File: src/rtl/vu_level_meter_if.sv
// ADC serial bus and level outputs of the VU level meter.
// The meter is the master; the ADC and display side are the slave.
interface vu_level_meter_if;
    logic        adc_miso;
    logic        adc_sclk;
    logic        adc_cs_n;
    logic [11:0] sample;
    logic [7:0]  level;
    logic        level_valid;

    modport master (
        input  adc_miso,
        output adc_sclk,
        output adc_cs_n,
        output sample,
        output level,
        output level_valid
    );

    modport slave (
        output adc_miso,
        input  adc_sclk,
        input  adc_cs_n,
        input  sample,
        input  level,
        input  level_valid
    );
endinterface

File: src/rtl/vu_level_meter.sv
// Serial ADC reader with rectifier and peak-hold/decay envelope.
// Feeds an 8-bit level to the VGA display stage.
module vu_level_meter #(
    parameter int unsigned CLK_DIV       = 4,
    parameter int unsigned SAMPLE_PERIOD = 2500,
    parameter int unsigned MIDSCALE      = 2048,
    parameter int unsigned DECAY_PERIOD  = 250,
    parameter int unsigned DECAY_STEP    = 1
) (
    input  logic              clk,
    input  logic              reset,
    vu_level_meter_if.master  bus
);

    localparam int TW = $clog2(SAMPLE_PERIOD);
    localparam int CW = $clog2(CLK_DIV + 1);
    localparam int DW = $clog2(DECAY_PERIOD + 1);

    typedef enum logic [1:0] {
        IDLE,
        SETUP,
        SHIFT,
        DONE
    } state_t;

    state_t        state;
    logic [TW-1:0] timer;
    logic [CW-1:0] div_cnt;
    logic [3:0]    bit_cnt;
    logic [11:0]   shreg;
    logic          cs_n_q;
    logic          sclk_q;
    logic [11:0]   code_q;
    logic [7:0]    scaled_q;
    logic          upd_q;

    logic [11:0]   sample_q;
    logic [7:0]    level_q;
    logic          valid_q;
    logic [DW-1:0] decay_cnt;

    logic [12:0]   diff;
    logic [12:0]   mag;
    logic [7:0]    scaled;
    logic [8:0]    lvl_sub;
    logic [7:0]    dec_level;

    // Only code 0 exceeds 2047 after rectification; clamp it to full scale.
    always_comb begin
        diff      = {1'b0, shreg} - 13'(MIDSCALE);
        mag       = diff[12] ? (~diff + 13'd1) : diff;
        scaled    = (mag > 13'd2047) ? 8'hFF : mag[10:3];
        lvl_sub   = {1'b0, level_q} - 9'(DECAY_STEP);
        dec_level = lvl_sub[8] ? 8'd0 : lvl_sub[7:0];
    end

    always_ff @(posedge clk) begin
        if (reset) begin
            state    <= IDLE;
            timer    <= '0;
            div_cnt  <= '0;
            bit_cnt  <= '0;
            shreg    <= '0;
            cs_n_q   <= 1'b1;
            sclk_q   <= 1'b1;
            code_q   <= '0;
            scaled_q <= '0;
            upd_q    <= 1'b0;
        end else begin
            timer <= (timer == TW'(SAMPLE_PERIOD - 1)) ? '0 : timer + 1'b1;
            upd_q <= 1'b0;
            unique case (state)
                IDLE: begin
                    if (timer == '0) begin
                        state   <= SETUP;
                        cs_n_q  <= 1'b0;
                        div_cnt <= '0;
                    end
                end
                SETUP: begin
                    if (div_cnt == CW'(CLK_DIV - 1)) begin
                        div_cnt <= '0;
                        sclk_q  <= 1'b0;
                        bit_cnt <= '0;
                        state   <= SHIFT;
                    end else begin
                        div_cnt <= div_cnt + 1'b1;
                    end
                end
                SHIFT: begin
                    if (div_cnt == CW'(CLK_DIV - 1)) begin
                        div_cnt <= '0;
                        if (!sclk_q) begin
                            // leading frame bits fall off the top
                            sclk_q <= 1'b1;
                            shreg  <= {shreg[10:0], bus.adc_miso};
                        end else if (bit_cnt == 4'd15) begin
                            cs_n_q <= 1'b1;
                            state  <= DONE;
                        end else begin
                            sclk_q  <= 1'b0;
                            bit_cnt <= bit_cnt + 1'b1;
                        end
                    end else begin
                        div_cnt <= div_cnt + 1'b1;
                    end
                end
                DONE: begin
                    code_q   <= shreg;
                    scaled_q <= scaled;
                    upd_q    <= 1'b1;
                    state    <= IDLE;
                end
            endcase
        end
    end

    always_ff @(posedge clk) begin
        if (reset) begin
            sample_q  <= '0;
            level_q   <= '0;
            valid_q   <= 1'b0;
            decay_cnt <= '0;
        end else begin
            valid_q <= upd_q;
            if (upd_q) begin
                sample_q <= code_q;
                if (scaled_q > level_q) begin
                    level_q   <= scaled_q;
                    decay_cnt <= '0;
                end else if (decay_cnt == DW'(DECAY_PERIOD - 1)) begin
                    level_q   <= dec_level;
                    decay_cnt <= '0;
                end else begin
                    decay_cnt <= decay_cnt + 1'b1;
                end
            end
        end
    end

    assign bus.adc_cs_n    = cs_n_q;
    assign bus.adc_sclk    = sclk_q;
    assign bus.sample      = sample_q;
    assign bus.level       = level_q;
    assign bus.level_valid = valid_q;

endmodule

File: src/flat_wrapper.sv
// flat-port wrapper written by rule: the top's interface ports become plain ports
module vu_level_meter_flat 
#(
    parameter int unsigned CLK_DIV       = 4,
    parameter int unsigned SAMPLE_PERIOD = 2500,
    parameter int unsigned MIDSCALE      = 2048,
    parameter int unsigned DECAY_PERIOD  = 250,
    parameter int unsigned DECAY_STEP    = 1
)
  (clk, reset, bus_adc_miso, bus_adc_sclk, bus_adc_cs_n, bus_sample, bus_level, bus_level_valid);
  vu_level_meter_if bus_i ();
  input  logic clk;
  input  logic reset;
  input wire logic [$bits(bus_i.adc_miso)-1:0] bus_adc_miso;
  output wire logic [$bits(bus_i.adc_sclk)-1:0] bus_adc_sclk;
  output wire logic [$bits(bus_i.adc_cs_n)-1:0] bus_adc_cs_n;
  output wire logic [$bits(bus_i.sample)-1:0] bus_sample;
  output wire logic [$bits(bus_i.level)-1:0] bus_level;
  output wire logic [$bits(bus_i.level_valid)-1:0] bus_level_valid;
  assign bus_i.adc_miso = bus_adc_miso;
  assign bus_adc_sclk = bus_i.adc_sclk;
  assign bus_adc_cs_n = bus_i.adc_cs_n;
  assign bus_sample = bus_i.sample;
  assign bus_level = bus_i.level;
  assign bus_level_valid = bus_i.level_valid;
  vu_level_meter #(.CLK_DIV(CLK_DIV), .SAMPLE_PERIOD(SAMPLE_PERIOD), .MIDSCALE(MIDSCALE), .DECAY_PERIOD(DECAY_PERIOD), .DECAY_STEP(DECAY_STEP)) u_core (.clk(clk), .reset(reset), .bus(bus_i));
endmodule
File: config.mk
export PLATFORM = sky130hd
export DESIGN_NAME = vu_level_meter_flat
export DESIGN_NICKNAME = d
export VERILOG_FILES = /design/src/rtl/vu_level_meter_if.sv /design/src/rtl/vu_level_meter.sv /design/src/flat_wrapper.sv
export SDC_FILE = /design/constraint.sdc
export NUM_CORES = 1
export LEC_CHECK = 0
export CAP_MARGIN = 0
export CORE_ASPECT_RATIO = 0.75
export CORE_MARGIN = 2
export CORE_UTILIZATION = 46
export DETAILED_ROUTE_END_ITERATION = 8
export PLACE_DENSITY_LB_ADDON = 0.2
export SLEW_MARGIN = 20
export SYNTH_ARGS = -nofsm -noshare
export SYNTH_HDL_FRONTEND = slang
export SYNTH_SLANG_ARGS = --single-unit
File: constraint.sdc
create_clock -name clk -period 3.15 [get_ports clk]
set_clock_uncertainty 0.2 [all_clocks]
set_input_delay 0.7875 -clock clk [delete_from_list [all_inputs] [get_ports clk]]
set_output_delay 0.7875 -clock clk [all_outputs]
set_load 0.1 [all_outputs]
# Word-level counts from Yosys, hierarchy flattened
# Cells that the tools add are included.
[totals] register_bits=85 input_bits=3 output_inout_bits=23
[op_classes] addsub=7 n_lt_le_gt_ge=2 n_eq_ne=13 muxes=32 bitwise=2 n_reduce_logical=15
[op_table] op="2-to-1 mux 8 bit" n=6
[op_table] op="2-to-1 mux 4 bit" n=4
[op_table] op="AND reduction 5 bit" n=3
[op_table] op="adder 13 x 1 -> 13 bit (second input constant)" n=1
[op_table] op="> comparator 13 x 11 -> 1 bit (second input constant)" n=1
[op_table] op="2-to-1 mux 13 bit" n=1
[op_table] op="NOT 13 bit" n=1
[op_table] op="subtractor 12 x 12 -> 13 bit (second input constant)" n=1
[op_table] op="adder 12 x 1 -> 12 bit (second input constant)" n=1
[op_table] op="equality test 12 bit (second input constant)" n=1
[op_table] op="zero test 12 bit" n=1
[op_table] op="2-to-1 mux 2 bit" n=5
[op_table] op="inequality test 2 x 1 -> 1 bit (second input constant)" n=5
[op_table] op="2-to-1 mux 1 bit" n=9
[op_table] op="subtractor 8 x 1 -> 9 bit (second input constant)" n=1
[op_table] op="adder 8 x 1 -> 8 bit (second input constant)" n=1
[op_table] op="equality test 8 bit (second input constant)" n=1
[op_table] op="> comparator 8 bit" n=1
[op_table] op="case mux 2 bit (4 select lines)" n=1
[op_table] op="case mux 4 bit (2 select lines)" n=1
[op_table] op="nonzero test 2 bit" n=4
[op_table] op="2-to-1 mux 3 bit" n=2
[op_table] op="case mux 3 bit (2 select lines)" n=1
[op_table] op="AND reduction 3 bit" n=2
[op_table] op="12 further kinds" n=16

# Logic depth before layout (Yosys ltp)
[logic_depth] word_depth=6 ltp_mapped=9 depth_no_buf=8

# Worst setup path before layout
# OpenSTA, ideal clock, no wires.
[synth_path] kind="register -> register" startpoint="register u_core.level_q[3], in the netlist u_core.bus.level[3]" endpoint="register u_core.level_q[2], in the netlist u_core.bus.level[2]" setup_time_ns=0.145 arrival_time_ns=2.718 required_ns=2.805 slack_ns=0.087 path_stages_with_launch=9 path_buffers=1 path_cell_list="dfxtp_1 inv_1 ha_1 a211oi_1 a221o_1 a21boi_1 buf_2 mux2i_1 a211oi_1"
[synth_between] elab_chain_len=4 word_cells_on_any_way=7
[synth_rtl] item="start: declaration" line_no="vu_level_meter.sv:38" rtl="logic [7:0] level_q;"
[synth_rtl] item="start signal: assignment" line_no="vu_level_meter.sv:129" rtl="level_q <= scaled_q;"
[synth_rtl] item="start signal: assignment" line_no="vu_level_meter.sv:132" rtl="level_q <= dec_level;"
[synth_rtl] item="subtractor 8 x 1 -> 9 bit" line_no="vu_level_meter.sv:53" rtl="lvl_sub = {1'b0, level_q} - 9'(DECAY_STEP);"
[synth_rtl] item="2-to-1 mux 8 bit" line_no="vu_level_meter.sv:54" rtl="dec_level = lvl_sub[8] ? 8'd0 : lvl_sub[7:0];"
[synth_rtl] item="2-to-1 mux 8 bit" line_no="vu_level_meter.sv:131" rtl="end else if (decay_cnt == DW'(DECAY_PERIOD - 1)) begin"
[synth_rtl] item="2-to-1 mux 8 bit" line_no="vu_level_meter.sv:128" rtl="if (scaled_q > level_q) begin"
# Several ways; a longest one is shown, not always the timed one. The select of a mux whose other input is x is not followed.
# A chain may end at the register's enable or synchronous reset.

# Final worst setup path
[layout_path] startpoint="register u_core.level_q[3], in the netlist u_core.bus.level[3]" endpoint="register u_core.level_q[3], in the netlist u_core.bus.level[3]"
# The elaborated chain is that of the path after synthesis.

==> results.md <==
CTS:
- The quantity of gates resized following cts is 0.
- The H-tree generated during clock tree synthesis spans 3 levels.
- Counting every sink on the clock net gives 85.
- The number of hold-repair buffers added at the cts stage is 0.
- Clock-pin slew was measured on the worst setup and hold paths at 0.06 ns.
- Once the clock tree was built, the setup fixing pass inserted 0 buffers.
- The CTS tree is done.
- The later pin in the worst-skew pair is clocked with a latency of 0.34 ns.
- The maximum number of buffers from clock root to sink is 2.
- Buffers inserted during clock tree synthesis total 9.
- The root cell of the clock tree is clkbuf_16.

Critical path:
- On the critical path, the stage with the largest delay is an instance of dfxtp_1.
- On the critical path the largest part of the delay comes from compound AO/OA/AOI/OAI gates.
- In this run the register-to-register setup slack is 0.29 ns.
- STA classifies the critical path endpoint as a flip-flop.
- Traced cell by cell, the critical path runs through inv_1 -> ha_1 -> a211oi_1 -> a221o_1 -> a21boi_1 -> buf_4 -> mux2i_1 -> a2111oi_0.
- Data on the critical path arrives at its endpoint at 2.88 ns.
- The required time of the critical path is 3.16 ns.
- The worst setup path is launched from a flip-flop.
- The buffers plus inverters on the worst setup path is 2.
- The delay of the slowest cell on the worst path is 0.44 ns.
- The highest fanout seen on the critical path is 8.
- The kind of critical path is reg2reg.

Layout:
- Cells with a size suffix above 1 make up 11.07% of the layout.
- The signed area change from the synthesized netlist to the final layout is 16.28%.
- The final design utilization is 55.16%.
- The antenna diode count is 0.
- The area of the multi-input gates is 2162 um2.
- Registers take 1702 um2.
- Fill cells in the final layout number 790.
- The final net count is 506.

Yosys:
- The commonest register cell after synthesis is dfxtp_1.
- Counting every net in the synthesized netlist gives 484.
- Yosys printed 0 warnings.
- In this run, synthesis produced a sequential element count of 85.
- Dividing the synthesized area by the synthesized cell count gives 8.737 um2.
- The part of the Yosys area used for sequential elements is 42.25%.
- The number of distinct library cells after synthesis is 49.
- Of all flip-flops after synthesis, the portion carrying an async set or reset was 0%.
- The number of standard cells after synthesis is 461.
- The synthesized design contains 0 enable-type register cells.
- After synthesis the cells add up to 4028 um2.

Power and ir drop:
- The completed layout was analyzed and its total power is 0.003272 W.
- For this design the static power due to leakage is 1.787 nW.
- The power density of the placed cells is 698.7 nW/um2.
- The worst-case vdd ir drop is 428.2 uV.

GRT:
- Entering global routing, the biggest net connects 46 pins.
- The first global-routing pass estimated 13430 um of wire.
- The number of global-route vias before repair is 2854.
- The number of antenna violations at the first check in global routing is 0.
- The leftover overflow at the end of global routing is 0.
- The overall routing resource usage is 17.18%.

Routing:
- Dividing the detail-routed wire length by the instance count gives 12.96 um.
- The number of violations reported at the end of detailed-routing iteration 0 is 165.
- The routed design has 7722 um of wire.
- Dividing the detail-routed via count by the number of cells gives 5.203.
- The total number of vias is 3101.
- The first detailed-routing pass ran for 4 iterations.
- Once detail routing completed, the nets flagged for antenna violations numbered 0.
- The remaining design rule violation count is 0.

STA:
- The portion of the clock cycle consumed by the worst path in the final layout is 90.84%.
- The clock period minus worst slack is 2.861 ns.
- The worst hold margin is 0.2816 ns.
- After layout, the worst setup slack is 0.2885 ns.
- The highest attainable clock frequency is 349.5 MHz.
- The final-report max-slew violation count came to 0.
- For the pin with the worst max-slew slack, the measured transition is 0.5027 ns.
- The worst-case headroom to the max-slew limit is 66.49%.
- Setup repair after global routing left no endpoint under its margin.
- The final setup TNS is 0 ns.
- Setup violations remaining at the end of the flow were counted as 0.
- The final count of hold timing violations was 0.

Placement:
- The wire-length estimate of the detail-placed layout is 5389 um.
- The congestion estimate from routability-driven global placement came to 0.8009.
- Port buffering added 25 buffers.
- The worst setup timing slack at the placement stage is 0.3278 ns.

Floorplan:
- The die outline width is 112.0 um.
- The floorplan core area is 8491 um2.
- The die covers 9528 um2.
- 26 I/O pins were placed.
- The y dimension of the die is 85.04 um.
- The site row count is 29.
- The starting density of the core is 47.44%.

Status:
- The flow ran to the end, and the final reports show no timing, DRC or antenna violations.

Min path:
- The min-delay analysis places its worst path in the category reg2reg.

Flow run:
- Across the run, the number of max-cap violations was 0.
[worst paths after layout]
kind / cells after the start / end / from
max: 8 / u_core.bus.level[3] / u_core.bus.level[3]
min: 1 / u_core.timer[0] / u_core.timer[0]
max reg2reg: 8 / u_core.bus.level[3] / u_core.bus.level[3]
min reg2reg: 1 / u_core.timer[0] / u_core.timer[0]
[where the power goes]
part	internal (W)	switching, W	leakage (nW)
logic	0.000352	0.000514	0.935
registers	0.00113	0.0000585	0.686
clock network	0.000778	0.000435	0.166
total	0.00226	0.00101	1.79
[stage by stage]
step                area (um2)  instances
CTS                       4683        596
floorplan                 4028        461
global placement          4334        580
finish                    4683        596
detailed placement        4334        580
global route              4683        596
[layout make-up]
| cell class | count | share of cell area, % |
|---|---|---|
| multi-input combinational | 333 | 46.17 |
| sequential | 85 | 36.33 |
| timing repair buffer | 32 | 5.397 |
| clock buffer | 9 | 4.809 |
| tap | 108 | 2.885 |
| clock inverter | 7 | 2.645 |
| inverter | 22 | 1.763 |
[cell usage after synthesis (all sizes together) (11+ instances only)]
library cell | instances | area share (%)
clkbuf | 13 | 1.2
nor2 | 73 | 6.8
inv | 22 | 2.1
nand2 | 36 | 3.4
a21oi | 33 | 4.1
a211oi | 16 | 3.0
xor2 | 13 | 2.8
dfxtp | 85 | 42
nand4 | 11 | 1.7
xnor2 | 13 | 2.8
mux2i | 33 | 8.2
ha | 20 | 6.2
[worst register-to-register path, cell delays in order (launching register included)]
cell and delay [ns]:
dfxtp_1 0.44, inv_1 0.11, ha_1 0.35, a211oi_1 0.28
a221o_1 0.23, a21boi_1 0.38, buf_4 0.27, mux2i_1 0.09
a2111oi_0 0.40
[flip-flops by register name (all words and copies together), names as in the netlist, 2 cells and up]
name,count
u_core.bit_cnt,4
u_core.bus.level,8
u_core.bus.sample,12
u_core.code_q,12
u_core.decay_cnt,8
u_core.div_cnt,3
u_core.scaled_q,8
u_core.shreg,12
u_core.state,2
u_core.timer,12
[layout by cell type (no fill, tap or decap), types with 13 or more instances in the layout]
cell type	instances
dfxtp_1	85
nor2_1	73
nand2_1	36
mux2i_1	33
a21oi_1	33
buf_4	29
inv_1	22
ha_1	20
a211oi_1	16
xor2_1	13
xnor2_1	13
[per-layer routing]
| layer | part of all wire [%] | wire (um) | track usage [%] |
|---|---|---|---|
| met1 | 54 | 4201 | 24.16 |
| met2 | 40 | 3083 | 24.85 |
| met3 | 4.8 | 369 | 6.429 |
| met4 | 0.87 | 67 | 4.767 |
| met5 | 0 | 0 | 0 |
[cell families after synthesis]
group | synth area share (%)
buffers and inverters | 4.070
adder cells (fa/ha/maj) | 6.213
AND/OR/NAND/NOR | 20.75
AO/OA/AOI/OAI | 12.58
XOR/XNOR | 5.654
multiplexers | 8.481
flip-flops | 42.25
Power figures use the tool's default switching activity.
